--- config.mk ---
export PLATFORM = sky130hd
export DESIGN_NAME = instr_encoder
export DESIGN_NICKNAME = d
export VERILOG_FILES = /design/src/rtl/instr_encoder.sv
export SDC_FILE = /design/constraint.sdc
export NUM_CORES = 1
export LEC_CHECK = 0
export ABC_AREA = 1
export CAP_MARGIN = 40
export CORE_ASPECT_RATIO = 0.5
export CORE_MARGIN = 3
export CORE_UTILIZATION = 38
export CTS_CLUSTER_SIZE = 25
export DETAILED_ROUTE_END_ITERATION = 10
export PLACE_DENSITY = 0.76
export SYNTH_ARGS = -nofsm -noshare
export SYNTH_HDL_FRONTEND = slang
export SYNTH_SLANG_ARGS = --single-unit
--- constraint.sdc ---
create_clock -name clk_i -period 1.2 [get_ports clk_i]
set_clock_uncertainty 0.05 [all_clocks]
set_input_delay 0.24 -clock clk_i [delete_from_list [all_inputs] [get_ports clk_i]]
set_output_delay 0.24 -clock clk_i [all_outputs]
set_load 0.01 [all_outputs]
--- src/rtl/instr_encoder.sv ---
// Encodes symbolic MIPS-subset fields into 32-bit words and streams them
// into instruction memory, one word per two-cycle valid/ready transfer.
module instr_encoder #(
    parameter int unsigned ADDR_W = 5
) (
    input  logic              clk_i,
    input  logic              rst_i,
    input  logic              clear_i,
    input  logic              in_valid_i,
    output logic              in_ready_o,
    input  logic [3:0]        kind_i,
    input  logic [4:0]        rs_i,
    input  logic [4:0]        rt_i,
    input  logic [4:0]        rd_i,
    input  logic [15:0]       imm_i,
    output logic              mem_we_o,
    output logic [ADDR_W-1:0] mem_addr_o,
    output logic [31:0]       mem_data_o,
    output logic              err_o,
    output logic              full_o,
    output logic [ADDR_W:0]   count_o
);

    localparam int unsigned CNT_W = ADDR_W + 1;
    localparam logic [CNT_W-1:0] DEPTH = CNT_W'(1) << ADDR_W;

    localparam logic [3:0] K_ADD  = 4'd0;
    localparam logic [3:0] K_SUB  = 4'd1;
    localparam logic [3:0] K_AND  = 4'd2;
    localparam logic [3:0] K_OR   = 4'd3;
    localparam logic [3:0] K_SLT  = 4'd4;
    localparam logic [3:0] K_BEQ  = 4'd5;
    localparam logic [3:0] K_BNE  = 4'd6;
    localparam logic [3:0] K_ADDI = 4'd7;
    localparam logic [3:0] K_SLTI = 4'd8;
    localparam logic [3:0] K_LUI  = 4'd9;
    localparam logic [3:0] K_ORI  = 4'd10;

    typedef enum logic {S_IDLE, S_WRITE} state_t;

    state_t            state_q, state_d;
    logic              we_d, err_d, full_d;
    logic [ADDR_W-1:0] addr_d;
    logic [31:0]       data_d;
    logic [CNT_W-1:0]  count_d;
    logic [31:0]       enc_word;
    logic              enc_legal;
    logic              xfer;

    assign in_ready_o = (state_q == S_IDLE) & ~full_o & ~clear_i;
    assign xfer       = in_valid_i & in_ready_o;

    // Field-to-word encoding; kinds above ORI are flagged illegal.
    always_comb begin
        enc_legal = 1'b1;
        enc_word  = '0;
        case (kind_i)
            K_ADD:   enc_word = {6'b000000, rs_i, rt_i, rd_i, 5'b00000, 6'b100000};
            K_SUB:   enc_word = {6'b000000, rs_i, rt_i, rd_i, 5'b00000, 6'b100010};
            K_AND:   enc_word = {6'b000000, rs_i, rt_i, rd_i, 5'b00000, 6'b100100};
            K_OR:    enc_word = {6'b000000, rs_i, rt_i, rd_i, 5'b00000, 6'b100101};
            K_SLT:   enc_word = {6'b000000, rs_i, rt_i, rd_i, 5'b00000, 6'b101010};
            K_BEQ:   enc_word = {6'b000100, rs_i, rt_i, imm_i};
            K_BNE:   enc_word = {6'b000101, rs_i, rt_i, imm_i};
            K_ADDI:  enc_word = {6'b001000, rs_i, rt_i, imm_i};
            K_SLTI:  enc_word = {6'b001010, rs_i, rt_i, imm_i};
            K_LUI:   enc_word = {6'b001111, 5'b00000, rt_i, imm_i};
            K_ORI:   enc_word = {6'b001101, rs_i, rt_i, imm_i};
            default: enc_legal = 1'b0;
        endcase
    end

    // Next-state and registered-output logic.
    always_comb begin
        state_d = state_q;
        we_d    = 1'b0;
        err_d   = 1'b0;
        addr_d  = mem_addr_o;
        data_d  = mem_data_o;
        count_d = count_o;
        case (state_q)
            S_IDLE: begin
                if (xfer) begin
                    if (enc_legal) begin
                        state_d = S_WRITE;
                        we_d    = 1'b1;
                        addr_d  = count_o[ADDR_W-1:0];
                        data_d  = enc_word;
                    end else begin
                        err_d = 1'b1;
                    end
                end
            end
            S_WRITE: begin
                state_d = S_IDLE;
                count_d = count_o + CNT_W'(1);
            end
            default: state_d = S_IDLE;
        endcase
        // Clear overrides the post-write increment; the write itself still lands.
        if (clear_i) begin
            count_d = '0;
        end
        full_d = (count_d == DEPTH);
    end

    always_ff @(posedge clk_i or negedge rst_i) begin
        if (!rst_i) begin
            state_q    <= S_IDLE;
            mem_we_o   <= 1'b0;
            mem_addr_o <= '0;
            mem_data_o <= '0;
            err_o      <= 1'b0;
            full_o     <= 1'b0;
            count_o    <= '0;
        end else begin
            state_q    <= state_d;
            mem_we_o   <= we_d;
            mem_addr_o <= addr_d;
            mem_data_o <= data_d;
            err_o      <= err_d;
            full_o     <= full_d;
            count_o    <= count_d;
        end
    end

endmodule

==> summary.md <==
| Metric | Value |
|---|---|
| Setup CP Type | flop to flop |
| Arr. time, crit path | 1630 ps |
| Global-route wire length before repair | 9.68 mm |
| Mapped Area | 2010 um2 |
| DR WL met3 | 290 um |
| Worst EP required | 1320 ps |
| Fin nets | 418 |
| Clk root buf | clkbuf_8 |
| Final worst setup slack | -308 ps |
| Largest net degree at the start of global routing | 45 |
| Maximum clock rate | between 0.6 and 0.7 GHz |
| Via count of the first global-routing pass | around 2,100 |
| Finished Cell Area | between 3000 and 4000 um2 |
| Clk slew on worst S/H paths | 80 ps |
| CORE AREA | 5020 um2 |
| Initial antenna violation count | 0 |
| RSZ-0062 raised after global routing | yes |
| Violated checks | setup timing |
| CTS Buf Count | 5 |
| Highest Signal Layer | met4 |
| Total iterations of the first detailed-routing run | 4 |
| Status | complete, but fails checks |
| Final clock period utilization by the worst path | 126% |
| Total placed instance area | 3170 um2 |
| DR vias | around 2,100 |
| IO buf count | 83 |
| WL/cell | 14.1 um |
| Share of the synthesized area in the top cell type | 54.7% |
| Final count of negative-setup-slack endpoints | 41 |
| Register area share after synthesis | 54.7% |
| # IOs | 86 |
| Row count | 18 |
| Pre-CTS WS | -593 ps |
| Routed met1 length | 2.59 mm |
| Hold WS | between 200 and 250 ps |
| Crit end category | flop |
| Via-to-Cell Ratio | 4.78 |
| Leak | 1.82 nW |
| PwrDens | 1110 nW/um2 |
| Mapped Cells | ~240 |
| Mapped Avg Cell Area | 8.26 um2 |
| Fin. max-slew vios | 0 |
| DIE AREA | about 6300 um2 |
| Max VDD drop | 0.498 mV |
| H-Tree Depth | 2 |
| Number of synthesized register bits | 44 |
| Count of cell types in the netlist | 20 |
| Final ANT Viol Nets | 0 |
| Peak fanout along the critical path | 13 |
| Yosys warns | 0 |
| Detailed placer's ending HPWL | 4.32 mm |
| Area grow syn2layout | 65.5% |
| Layout cells sized above 1 | between 30% and 40% |
| Fin. Hold Viols | 0 |
| Die H | 57.5 um |
| Met2 Routed Length | approximately 3.4 mm |
| WL final | 6.31 mm |
| CP startpoint kind | flop |
| Synth top area cells | dfrtp_1, nand2_1, nand3_1 |
| Synth area leader | dfrtp_1 |
| Post-layout min period | roughly 1500 ps |
| Hold WC Path Type | primary input to flop |
| Worst-Skew Late Latency | 290 ps |
| Total global routing track utilization | 19.4% |
| Initial core utilization | 40.1% |
| Routability cong. | 0.900 |
| Maxcap violations | 0 |
| GRT overflow | 0 |
| Chip width | roughly 110 um |
| CTS tree | built |
| Sink Count | 44 |
| Initial drt markers | 116 |
| # DRC | 0 |
| Layout fillers | around 390 |
| Inserted Diodes | 0 |
| Max Buffers Root-to-Sink | 2 |
==> cells by family after synthesis <==
| kind of cell | after synthesis | synth area share (%) |
|---|---|---|
| buf+inv | 32 | 8.07 |
| flops | 44 | 54.7 |
| simple gates | 153 | 33.1 |
| other cells | 1 | 0.186 |
| compound gates | 13 | 3.35 |
| fa+ha+maj | 1 | 0.621 |
==> worst paths after layout <==
kind / from / end / slack, ps / cells past startpoint
worst max-delay path: full_o$_DFF_PN0_ / mem_data_o[12]$_DFFE_PN0P_ / -310 / 8
worst min-delay path: clear_i / count_o[4]$_DFF_PN0_ / 220 / 2
worst max register to register: full_o$_DFF_PN0_ / mem_data_o[12]$_DFFE_PN0P_ / -310 / 8
worst min register to register: mem_data_o[10]$_DFFE_PN0P_ / mem_data_o[10]$_DFFE_PN0P_ / 420 / 2
max in group asynchronous: rst_i / mem_we_o$_DFF_PN0_ / 460 / 3
min in group asynchronous: rst_i / mem_data_o[25]$_DFFE_PN0P_ / 410 / 3
==> through the flow <==
step	cells	total power, mW	util, %	setup TNS, ps
after global routing	448	3.90	66.4	-13310
after global placement	424	2.87	63.1	-19180
after CTS	440	3.68	64.2	-6790
after detailed placement	424	2.90	63.1	-20940
after floorplan	245	2.19	-	-2120
final	448	3.71	66.4	-10170
==> critical path, cell delays in order (launching register included) <==
cell,delay (ps)
dfrtp_1,410
nor2_2,140
buf_4,130
nand3_4,90
nor2_4,170
inv_4,80
clkbuf_16,180
nand2_1,60
nand3_1,60
==> final cells by class <==
class                      count  area, um2  area share (%)
clock buffer                   6       72.6            2.18
clock inverter                 1       5.00           0.150
inverter                      20       77.6            2.33
multi-input combinational    169        885            26.5
sequential                    44       1100            33.1
tap                           70       87.6            2.63
timing repair buffer         138       1100            33.1
==> registers in the layout (all words and copies together), names as in the netlist <==
name / flops
count_o: 6
mem_we_o: 1
full_o: 1
mem_data_o: 30
err_o: 1
mem_addr_o: 5
==> power by group <==
part	total [mW]	switching [mW]	internal, mW
logic	1.05	0.525	0.524
registers	1.78	0.112	1.67
clock network	0.877	0.480	0.396
total	3.71	1.12	2.59
==> layer usage <==
layer	vias up	global-route usage, %
met4	0	3.96
li1	1036	-
met5	-	0
met3	8	5.20
met2	50	33.9
met1	1049	24.5
==> cell usage in the layout, fill, tap and decap left out, drive strengths merged <==
| cell type | netlist | final |
|---|---|---|
| dlygate4sd3 | 0 | 1 |
| inv | 20 | 20 |
| nand2 | 91 | 91 |
| dfrtp | 44 | 44 |
| nand4 | 2 | 2 |
| clkinv | 0 | 1 |
| clkbuf | 0 | 13 |
| nand3 | 48 | 48 |
| dlygate4sd2 | 0 | 3 |
| conb | 1 | 2 |
| o21ai | 11 | 11 |
| clkdlybuf4s50 | 0 | 34 |
| ha | 1 | 1 |
| buf | 12 | 93 |
| a21oi | 1 | 1 |
| o31ai | 1 | 1 |
| nor2 | 12 | 12 |
==> cells in the mapped netlist (all sizes together) <==
master   n
nand2   91
dfrtp   44
buf     12
ha       1
conb     1
nand3   48
inv     20
o31ai    1
nor2    12
o21ai   11
nand4    2
a21oi    1
==> timing repair <==
item                                   CTS  global route
endpoints found under the hold margin   44             0
hold buffers                             1             0
gates resized for setup                169            57
pin swaps                                2            12
buffers inserted                         8             8
setup endpoints to repair               83            62
gates cloned                             0             1
Note: power is estimated with default switching activity, not from simulation.
